[src/rtl/fta_bus_pkg.sv]
// Bus types and constants for the 128->32 FTA splitter.
package fta_bus_pkg;

   localparam int         FTA_TIMEOUT_DEF   = 1023;
   localparam int         FTA_LANES128_32   = 4;
   localparam int         FTA_SPLIT_TOCNT_W = $clog2(FTA_TIMEOUT_DEF + 1);
   localparam logic [3:0] FTA_SZ_TETRA      = 4'd2;
   localparam logic [2:0] FTA_CTI_CLASSIC   = 3'd0;

   typedef enum logic [1:0] {
      IDLE  = 2'd0,
      ISSUE = 2'd1,
      WAIT  = 2'd2,
      RESP  = 2'd3
   } fta_split_state_t;

   typedef struct packed {
      logic [1:0]   om;
      logic [4:0]   cmd;
      logic [3:0]   cid;
      logic [7:0]   tid;
      logic [7:0]   asid;
      logic [1:0]   pl;
      logic [3:0]   pri;
      logic [3:0]   cache;
      logic [2:0]   seg;
      logic         csr;
      logic [2:0]   bte;
      logic [2:0]   cti;
      logic [5:0]   blen;
      logic [3:0]   sz;
      logic         cyc;
      logic         stb;
      logic         we;
      logic [31:0]  vadr;
      logic [31:0]  padr;
      logic [15:0]  sel;
      logic [127:0] data1;
   } fta_cmd_request128_t;

   typedef struct packed {
      logic [1:0]   om;
      logic [4:0]   cmd;
      logic [3:0]   cid;
      logic [7:0]   tid;
      logic [7:0]   asid;
      logic [1:0]   pl;
      logic [3:0]   pri;
      logic [3:0]   cache;
      logic [2:0]   seg;
      logic         csr;
      logic [2:0]   bte;
      logic [2:0]   cti;
      logic [5:0]   blen;
      logic [3:0]   sz;
      logic         cyc;
      logic         stb;
      logic         we;
      logic [31:0]  vadr;
      logic [31:0]  padr;
      logic [3:0]   sel;
      logic [31:0]  data1;
   } fta_cmd_request32_t;

   typedef struct packed {
      logic [3:0]   cid;
      logic [7:0]   tid;
      logic [3:0]   pri;
      logic         stall;
      logic         next;
      logic         ack;
      logic         rty;
      logic         err;
      logic [31:0]  adr;
      logic [127:0] dat;
   } fta_cmd_response128_t;

   typedef struct packed {
      logic [3:0]   cid;
      logic [7:0]   tid;
      logic [3:0]   pri;
      logic         stall;
      logic         next;
      logic         ack;
      logic         rty;
      logic         err;
      logic [31:0]  adr;
      logic [31:0]  dat;
   } fta_cmd_response32_t;

endpackage

[src/rtl/fta_lane_pick.sv]
// Lowest-set-bit encoder over the four 32-bit lane flags.
module fta_lane_pick (
   input  logic [3:0] i_mask,
   output logic [1:0] o_lane,
   output logic       o_valid
);

   // Priority encode: lane 0 has the highest priority so beats go out in ascending order.
   always_comb begin
      o_lane  = 2'd0;
      o_valid = 1'b1;
      if (i_mask[0])      o_lane = 2'd0;
      else if (i_mask[1]) o_lane = 2'd1;
      else if (i_mask[2]) o_lane = 2'd2;
      else if (i_mask[3]) o_lane = 2'd3;
      else                o_valid = 1'b0;
   end

endmodule

[src/rtl/fta_split128to32.sv]
// Sequential 128->32 FTA adapter: one 128-bit request becomes one 32-bit beat per
// active lane, and the beat responses are merged into a single 128-bit response.
//
// Handshake: upstream presents cyc&stb; the request is taken in the IDLE cycle and
// resp128_o.stall stays high until the one-cycle ack/err pulse in RESP. Downstream,
// req32_o.cyc/stb are high only in WAIT; they drop for at least one ISSUE cycle
// between beats, so every rising cyc is a new beat.
module fta_split128to32
   import fta_bus_pkg::*;
#(
   parameter int TIMEOUT   = 1023,
   parameter int MAX_RETRY = 3
) (
   input  logic                 clk_i,
   input  logic                 rst_i,
   input  fta_cmd_request128_t  req128_i,
   output fta_cmd_response128_t resp128_o,
   output fta_cmd_request32_t   req32_o,
   input  fta_cmd_response32_t  resp32_i,
   output logic                 busy_o
);

   localparam int TOCNT_W = $clog2(TIMEOUT + 1);
   localparam int RTY_W   = (MAX_RETRY < 1) ? 1 : $clog2(MAX_RETRY + 1);

   fta_split_state_t    r_state;
   fta_cmd_request128_t r_req;
   fta_cmd_request32_t  r_req32;
   logic [3:0]          r_mask;
   logic [1:0]          r_lane;
   logic [127:0]        r_rdbuf;
   logic                r_err;
   logic [TOCNT_W-1:0]  r_tocnt;
   logic [RTY_W-1:0]    r_rtycnt;

   logic [3:0]          w_mask_in;
   logic [3:0]          w_mask_next;
   logic [1:0]          w_lane;
   logic                w_valid;
   logic                w_ack_ok;
   fta_cmd_request32_t  w_beat;
   logic                w_unused;

   fta_lane_pick u_lane_pick (
      .i_mask  (r_mask),
      .o_lane  (w_lane),
      .o_valid (w_valid)
   );

   // Lane flags of the incoming request: a lane is active when any of its byte selects is set.
   always_comb begin
      w_mask_in = 4'd0;
      for (int i = 0; i < FTA_LANES128_32; i++) begin
         w_mask_in[i] = |req128_i.sel[4*i +: 4];
      end
   end

   // Beat for the lowest active lane, built from the latched request.
   always_comb begin
      w_beat       = '0;
      w_beat.om    = r_req.om;
      w_beat.cmd   = r_req.cmd;
      w_beat.cid   = r_req.cid;
      w_beat.tid   = r_req.tid;
      w_beat.asid  = r_req.asid;
      w_beat.pl    = r_req.pl;
      w_beat.pri   = r_req.pri;
      w_beat.cache = r_req.cache;
      w_beat.seg   = r_req.seg;
      w_beat.csr   = r_req.csr;
      w_beat.bte   = r_req.bte;
      w_beat.cti   = FTA_CTI_CLASSIC;
      w_beat.blen  = 6'd0;
      w_beat.sz    = FTA_SZ_TETRA;
      w_beat.cyc   = 1'b1;
      w_beat.stb   = 1'b1;
      w_beat.we    = r_req.we;
      w_beat.vadr  = {r_req.vadr[31:4], w_lane, 2'b00};
      w_beat.padr  = {r_req.padr[31:4], w_lane, 2'b00};
      w_beat.sel   = r_req.sel[{w_lane, 2'b00} +: 4];
      w_beat.data1 = r_req.data1[{w_lane, 5'd0} +: 32];
   end

   // Lane bookkeeping for the beat in flight; stray acks from other transactions are ignored.
   always_comb begin
      w_mask_next = r_mask & ~(4'b0001 << r_lane);
      w_ack_ok    = resp32_i.ack && (resp32_i.tid == r_req32.tid);
   end

   // Main sequencer: accept, issue beats, collect responses, report once.
   always_ff @(posedge clk_i) begin
      if (rst_i) begin
         r_state  <= IDLE;
         r_req    <= '0;
         r_req32  <= '0;
         r_mask   <= 4'd0;
         r_lane   <= 2'd0;
         r_rdbuf  <= '0;
         r_err    <= 1'b0;
         r_tocnt  <= '0;
         r_rtycnt <= '0;
      end else begin
         case (r_state)
            IDLE: begin
               if (req128_i.cyc && req128_i.stb) begin
                  r_req    <= req128_i;
                  r_mask   <= w_mask_in;
                  r_rdbuf  <= '0;
                  r_err    <= 1'b0;
                  r_rtycnt <= '0;
                  r_tocnt  <= '0;
                  r_state  <= (w_mask_in == 4'd0) ? RESP : ISSUE;
               end
            end
            ISSUE: begin
               if (w_valid) begin
                  r_req32 <= w_beat;
                  r_lane  <= w_lane;
                  r_tocnt <= '0;
                  r_state <= WAIT;
               end else begin
                  r_state <= RESP;
               end
            end
            WAIT: begin
               if (resp32_i.err) begin
                  r_req32.cyc <= 1'b0;
                  r_req32.stb <= 1'b0;
                  r_err       <= 1'b1;
                  r_state     <= RESP;
               end else if (w_ack_ok) begin
                  if (!r_req.we) begin
                     r_rdbuf[{r_lane, 5'd0} +: 32] <= resp32_i.dat;
                  end
                  r_mask      <= w_mask_next;
                  r_rtycnt    <= '0;
                  r_req32.cyc <= 1'b0;
                  r_req32.stb <= 1'b0;
                  r_state     <= (w_mask_next != 4'd0) ? ISSUE : RESP;
               end else if (resp32_i.rty) begin
                  r_req32.cyc <= 1'b0;
                  r_req32.stb <= 1'b0;
                  if (r_rtycnt < RTY_W'(MAX_RETRY)) begin
                     r_rtycnt <= r_rtycnt + 1'b1;
                     r_state  <= ISSUE;
                  end else begin
                     r_err   <= 1'b1;
                     r_state <= RESP;
                  end
               end else if (r_tocnt == TOCNT_W'(TIMEOUT)) begin
                  r_req32.cyc <= 1'b0;
                  r_req32.stb <= 1'b0;
                  r_err       <= 1'b1;
                  r_state     <= RESP;
               end else begin
                  r_tocnt <= r_tocnt + 1'b1;
               end
            end
            RESP: begin
               r_req32 <= '0;
               r_state <= IDLE;
            end
            default: r_state <= IDLE;
         endcase
      end
   end

   // Upstream response: stall while busy, one ack/err pulse in RESP.
   always_comb begin
      resp128_o       = '0;
      resp128_o.stall = (r_state != IDLE);
      if (r_state == RESP) begin
         resp128_o.ack = !r_err;
         resp128_o.err = r_err;
         resp128_o.dat = r_rdbuf;
         resp128_o.cid = r_req.cid;
         resp128_o.tid = r_req.tid;
         resp128_o.pri = r_req.pri;
         resp128_o.adr = r_req.padr;
      end
   end

   assign req32_o = r_req32;
   assign busy_o  = (r_state != IDLE);

   // Fields that the splitter deliberately does not use.
   assign w_unused = ^{r_req.cyc, r_req.stb, r_req.cti, r_req.blen, r_req.sz, r_req.vadr[3:0],
                       resp32_i.cid, resp32_i.pri, resp32_i.stall, resp32_i.next, resp32_i.adr};

endmodule

[config.mk]
export PLATFORM = sky130hd
export DESIGN_NAME = fta_split128to32
export DESIGN_NICKNAME = d
export VERILOG_FILES = /design/src/rtl/fta_bus_pkg.sv /design/src/rtl/fta_lane_pick.sv /design/src/rtl/fta_split128to32.sv
export SDC_FILE = /design/constraint.sdc
export NUM_CORES = 1
export LEC_CHECK = 0
export BUFFER_PORTS_ARGS = -buffer_cell sky130_fd_sc_hd__buf_2
export CAP_MARGIN = 20
export CORE_AREA = 2 2 273 275
export DETAILED_ROUTE_END_ITERATION = 10
export DIE_AREA = 0 0 275 277
export GPL_TIMING_DRIVEN = 0
export PLACE_DENSITY = 0.61
export SLEW_MARGIN = 20
export SYNTH_ARGS = -nofsm -noshare
export SYNTH_HDL_FRONTEND = slang
export SYNTH_SLANG_ARGS = --single-unit
[constraint.sdc]
create_clock -name clk_i -period 6.63 [get_ports clk_i]
set_input_delay 1.326 -clock clk_i [delete_from_list [all_inputs] [get_ports clk_i]]
set_output_delay 1.326 -clock clk_i [all_outputs]
set_load 0.05 [all_outputs]
==> out/qor.txt, run 1 <==
RSZ-0062 raised after global routing: false
share of the synthesized area in the top cell type: 49.90%
Finished Core Util: 38.18%
total CTS buffers: 60
net switching power: 2.140 mW
drt pass-1 iters: 5
Routed WL per cell: 21.73 um
total power: 7.801 mW
Initial Util: 29.39%
Area contributors post-synth: dfxtp_1 50%, nand2_1 13%, a21oi_1 11%
Leakage Power: 12.02 nW
most common cell after layout, fill and taps aside: nand2_1
DRT antenna net count: 0
CTS tree: done
relative slew slack: 20.12%
Worst-Skew Late Latency: 0.63 ns
Fillers: 7843
Final setup viols: 0
via count: 22.13k
Ports: 697
post-cts sizing count: 0
Final Hold Viols: 0
Worst EP arrival: 3.79 ns
postcts setup bufs: 0
CP Max Fanout: 10
Final min period: 5.118 ns
routed wire length: 95610 um
GP Congestion: 0.9037
Comb power frac: 11.6%
Synth Register Bits: 539
Flop pwr share: 43.6%
power per cell area: 277.7 mW/mm^2
# clock sinks: 539
Total GRT Usage: 24.06%
number of max-cap violations: 0
core footprint: 0.07357 sq mm
Most common cell on crit path: clkbuf_1
critical path's top delay family: buffers and inverters
footprint of the multi-input gates: 0.009678 sq mm
Worst setup EP type: primary output
Post-synth EDFFs: 0
switching part of the total: 27.43%
power share of the clock group: 44.7%
final worst-path cycle share: 77.19%
Detailed Route Iter0 Violations: 1565
pin count of the biggest net entering global routing: 18
hpwl dp: 73000 um
hold crit path type: flip-flop to flip-flop
CTS Buffer Depth: 3
CP required: 5.30 ns
buffers added on ports: 619
WL met3: 6496 um
P&R area growth vs syn: 29.92%
commonest cells after routing, fill and taps aside: 744 x nand2_1, 670 x buf_2, 539 x dfxtp_1
vias in the first global route: 21.00k
post-synthesis cell type count: 54
clk slew on worst S/H paths: 0.06 ns
number of vias per cell: 5.029
Max Clk Rate: 0.1954 GHz
Mapped Area: 0.02162 sq mm
worst slew pin tran: 1.198 ns
Worst setup SP type: flip-flop
H-tree depth: 2
M1 WL: 39900 um
metal2 WL: 46060 um
Syn Inst Count: 2677
nets: 3736
die width: 275 um
Hold-fix buffers, CTS: 0
Synth async-reset ratio: 0%
P_int: 5.661 mW
crit path max-delay cell type: clkbuf_1
Worst Path Buf+Inv: 4
initial antenna violation count: 20
first-pass GRT wire length: 136700 um
Root Buffer: clkbuf_16
layout cell share with drive strength beyond 1: 24.63%
crit-path cells: clkbuf_1, nand2_1, clkbuf_2, clkbuf_1, nor2_1, buf_2
syn_area_per_cell: 8.077 sq um
Highest Signal Layer: met5
Synthesis Warnings: 0
Critical Setup Path Class: flip-flop to primary output
skew final: 0.02339 ns
CP max stage delay: 0.68 ns
DRC viols: 0
FF+latch area: 0.01079 sq mm
Yosys top cell by area: dfxtp_1
total gr overflow: 0
status: finished, final reports clean
Die ar.: 0.07618 sq mm
FP Rows: 100
VDD IR max: 0.0002242 V
Die Ht: 277 um
Synth Flop Type: dfxtp_1
sequential cell area fraction in the yosys report: 49.90%
Slew Viols, Final: 0
setup TNS: 0 ns
[layer usage]
layer,vias up,global-route usage (%)
li1,10500,-
met1,10600,30.21
met2,854,41.23
met3,157,4.639
met4,10,7.678
met5,-,0
[worst register-to-register path, cell delays in order, from the launching register on]
cell and delay (ns):
dfxtp_1 0.30, clkbuf_1 0.18, nor4_1 0.71, or3_1 0.20
clkbuf_1 0.39, clkbuf_1 0.89, buf_2 0.47, nand3_1 0.14
a21oi_1 0.18
[power by group through the flow]
stage,Sequential [mW],Combinational [mW],Clock (mW)
after floorplan,3.49,0.476,0
after global placement,3.47,0.904,0
after detailed placement,3.47,0.908,0
after CTS,3.40,0.911,3.55
after global routing,3.41,0.980,3.69
final,3.40,0.909,3.49
[through the flow]
step | instances | setup WS, ns | cell area (sq um) | hold WS [ns]
after floorplan | 2694 | 3.428 | 21690 | 0.4276
after global placement | 4282 | 1.898 | 26000 | 0.4340
after detailed placement | 4282 | 2.051 | 26010 | 0.4387
after CTS | 4387 | 1.338 | 28060 | 0.4467
after global routing | 4395 | 1.305 | 28080 | 0.4553
final | 4400 | 1.512 | 28090 | 0.4453
[final timing paths]
| kind | start | endpoint | slack (ns) | cells after the start |
|---|---|---|---|---|
| worst max-delay path | r_state[0] | resp128_o[162] | 1.51 | 6 |
| worst min-delay path | r_req[186] | req32_o[78] | 0.45 | 2 |
| worst max register to register | r_mask[0] | req32_o[151] | 3.09 | 8 |
| worst min register to register | r_req[186] | req32_o[78] | 0.45 | 2 |
[cells in the mapped netlist, types with 2 or more instances]
library cell and instances:
nor3_1 9, nor2_1 30, mux4_2 36, a31oi_1 10, o21ai_0 3, nor4_4 2
buf_6 3, a31o_2 3, xnor2_1 4, inv_1 12, nand2_1 744, nor4_1 7
a21oi_1 492, nand3_1 242, and3_1 180, nand2b_1 4, a22o_1 32, or4_1 3
buf_4 24, buf_2 51, dfxtp_1 539, buf_1 14, or3_1 5, a21o_1 2
o211ai_1 3, and4_1 4, clkbuf_1 175, ha_1 6, xor2_1 9, o21ai_1 2
a22oi_1 2, a211oi_1 2, nand4_1 2
[flip-flops by register name, summed over array words and instances (netlist names)]
register,flops
r_err,1
r_lane,2
r_mask,4
r_rdbuf,128
r_req,249
r_rtycnt,2
r_state,2
r_tocnt,10
req32_o,141
[layout make-up]
class,instances,area share [%]
antenna,13,0.1158
buffer,267,4.213
clock buffer,87,6.240
clock inverter,18,1.064
inverter,12,0.1603
multi-input combinational,1876,34.45
sequential,539,38.41
tap,969,4.316
timing repair buffer,619,11.03
[cell families after synthesis]
group	share of synthesized area, %
AOI/OAI and AO/OA	14.01
xor gates and xnor gates	0.5266
adders and majority gates	0.3472
buffers and inverters	5.659
DFF	49.90
muxes	3.796
other	0.01734
and+or+nand+nor	25.74
(Power assumes the default switching activity.)
==> inputs of run 2 (changes only) <==
Settings changed: PLACE_DENSITY 0.61 to 0.63.
Clock period 6.63 ns to 4.4 ns, I/O delays scaled along.
==> out/qor.txt, run 2 (synthesis gave the netlist of run 1 again) <==
status: finished, final reports clean
Total GRT Usage: 23.61%
Setup crit end: resp128_o[162]
number of vias per cell: 5.010
DRT antenna net count: 0
Final min period: 4.140 ns
worst reg2reg endpoint: req32_o[150]
Root Buffer: clkbuf_16
Worst EP arrival: 3.26 ns
final worst-path cycle share: 94.10%
max reg flops: 249
drt pass-1 iters: 6
DP Cell Count: 4282
GP Congestion: 0.9005
pin count of the biggest net entering global routing: 17
WHS: 0.4433 ns
crit path max-delay cell type: clkbuf_2
hpwl dp: 72560 um
total gr overflow: 0
routed wire length: 94060 um
worst slew pin tran: 1.147 ns
Initial Util: 29.39%
Die ar.: 0.07618 sq mm
R2R Path Start: r_mask[3]
Routed WL per cell: 21.39 um
Leakage Power: 11.99 nW
flop-to-flop setup slack: 0.93 ns
Final Hold Viols: 0
vias in the first global route: 21.06k
Die Ht: 277 um
number of max-cap violations: 0
total CTS buffers: 58
layout cell share with drive strength beyond 1: 24.75%
Worst-Skew Late Latency: 0.63 ns
skew final: 0.02920 ns
final worst slack: 0.2595 ns
largest reg by FF count: r_req
Hold-fix buffers, CTS: 0
Worst setup SP type: flip-flop
Final Non-Filler Cells: 4398
stages on the worst setup path: 6
FP Rows: 100
via count: 22.04k
nets: 3734
Ports: 697
commonest cells after routing, fill and taps aside: 744 x nand2_1, 670 x buf_2, 539 x dfxtp_1
# clock sinks: 539
Final setup viols: 0
postcts setup bufs: 0
die width: 275 um
Slew Viols, Final: 0
VDD IR max: 0.0002854 V
most common cell after layout, fill and taps aside: nand2_1
initial antenna violation count: 22
Max Clk Rate: 0.2415 GHz
critical path's top delay family: buffers and inverters
RSZ-0062 raised after global routing: false
first-pass GRT wire length: 134600 um
Detailed Route Iter0 Violations: 1433
Setup Slack @ Placement: 0.07310 ns
CP max stage delay: 0.47 ns
CP required: 3.52 ns
H-tree depth: 2
CTS tree: done
crit path from: r_state[0]
post-cts sizing count: 2
hold crit path type: flip-flop to flip-flop
relative slew slack: 22.96%
CP Max Fanout: 10
clk slew on worst S/H paths: 0.06 ns
FF-to-FF path depth: 8
P&R area growth vs syn: 29.56%
buffers added on ports: 619
crit-path cells: clkbuf_2, nand2_1, clkbuf_4, clkbuf_1, nor2_1, buf_2
DRC viols: 0
Worst setup EP type: primary output
core footprint: 0.07357 sq mm
Worst Path Buf+Inv: 4
CTS Buffer Depth: 3
Critical Setup Path Class: flip-flop to primary output
power per cell area: 413.1 mW/mm^2
==> run 2: cell types whose count changed in the layout (fill, tap and decap cells not counted) <==
cell	delta
clkinv_2	+4
clkbuf_4	+1
clkinvlp_4	+3
nor3_2	-1
inv_6	+2
clkbuf_2	-1
clkbuf_16	-2
diode_2	-2
clkinv_4	-1
clkbuf_1	-5
inv_16	-1
bufinv_16	-2
nor3_1	+1
clkbuf_8	+2
==> run 2: worst reg2reg max path: stages, from the launching register on <==
cell and delay (ns):
dfxtp_1 0.30, clkbuf_1 0.17, nor4_1 0.67, or3_1 0.19, clkbuf_1 0.39, clkbuf_1 0.89
buf_2 0.47, nand3_1 0.12, a21oi_1 0.18
==> run 2: worst min-delay path by stage <==
stage                             start           end  slack (ns)  depth (start not counted)
after CTS                 req128_i[153]    r_req[153]        0.45                          3
after global placement      r_rdbuf[67]   r_rdbuf[67]        0.43                          2
after detailed placement    r_rdbuf[35]   r_rdbuf[35]        0.44                          2
after global routing      req128_i[153]    r_req[153]        0.45                          3
after floorplan            r_rdbuf[100]  r_rdbuf[100]        0.43                          2
final                        r_req[227]  req32_o[119]        0.44                          2
==> run 2: where the power goes <==
part	total, mW	leakage [nW]	switching (mW)	internal [mW]
registers	5.13	4.37	0.0978	5.03
clock network	5.09	0.979	2.14	2.95
logic	1.36	6.64	0.972	0.388
total	11.6	12.0	3.21	8.36
==> run 2: metrics by stage <==
| stage | util, % | setup TNS, ns | area, sq um | total power [mW] |
|---|---|---|---|---|
| after global placement | 35.34 | -0.09953 | 26000 | 6.583 |
| after floorplan | - | 0 | 21690 | 5.973 |
| after detailed placement | 35.34 | 0 | 26000 | 6.593 |
| final | 38.08 | 0 | 28010 | 11.57 |
| after global routing | 38.07 | 0 | 28010 | 11.96 |
| after CTS | 38.04 | 0 | 27990 | 11.66 |
==> run 2: per-layer routing <==
| metal | global-route usage (%) | vias to the layer above | share of wire [%] |
|---|---|---|---|
| met5 | 0 | - | 0.095 |
| met4 | 8.870 | 14 | 3.7 |
| met3 | 4.864 | 198 | 7.1 |
| met2 | 40.25 | 873 | 48 |
| met1 | 29.10 | 10450 | 41 |
| li1 | - | 10500 | - |
==> run 2: cell type report <==
class | count | area, sq um
Clock buffer | 82 | 1712
Sequential cell | 539 | 10790
Inverter | 12 | 45.04
Fill cell | 7867 | 45560
Clock inverter | 23 | 270.3
Buffer | 267 | 1186
Multi-Input combinational cell | 1876 | 9673
Antenna cell | 11 | 27.53
Tap cell | 969 | 1212
Timing Repair Buffer | 619 | 3098
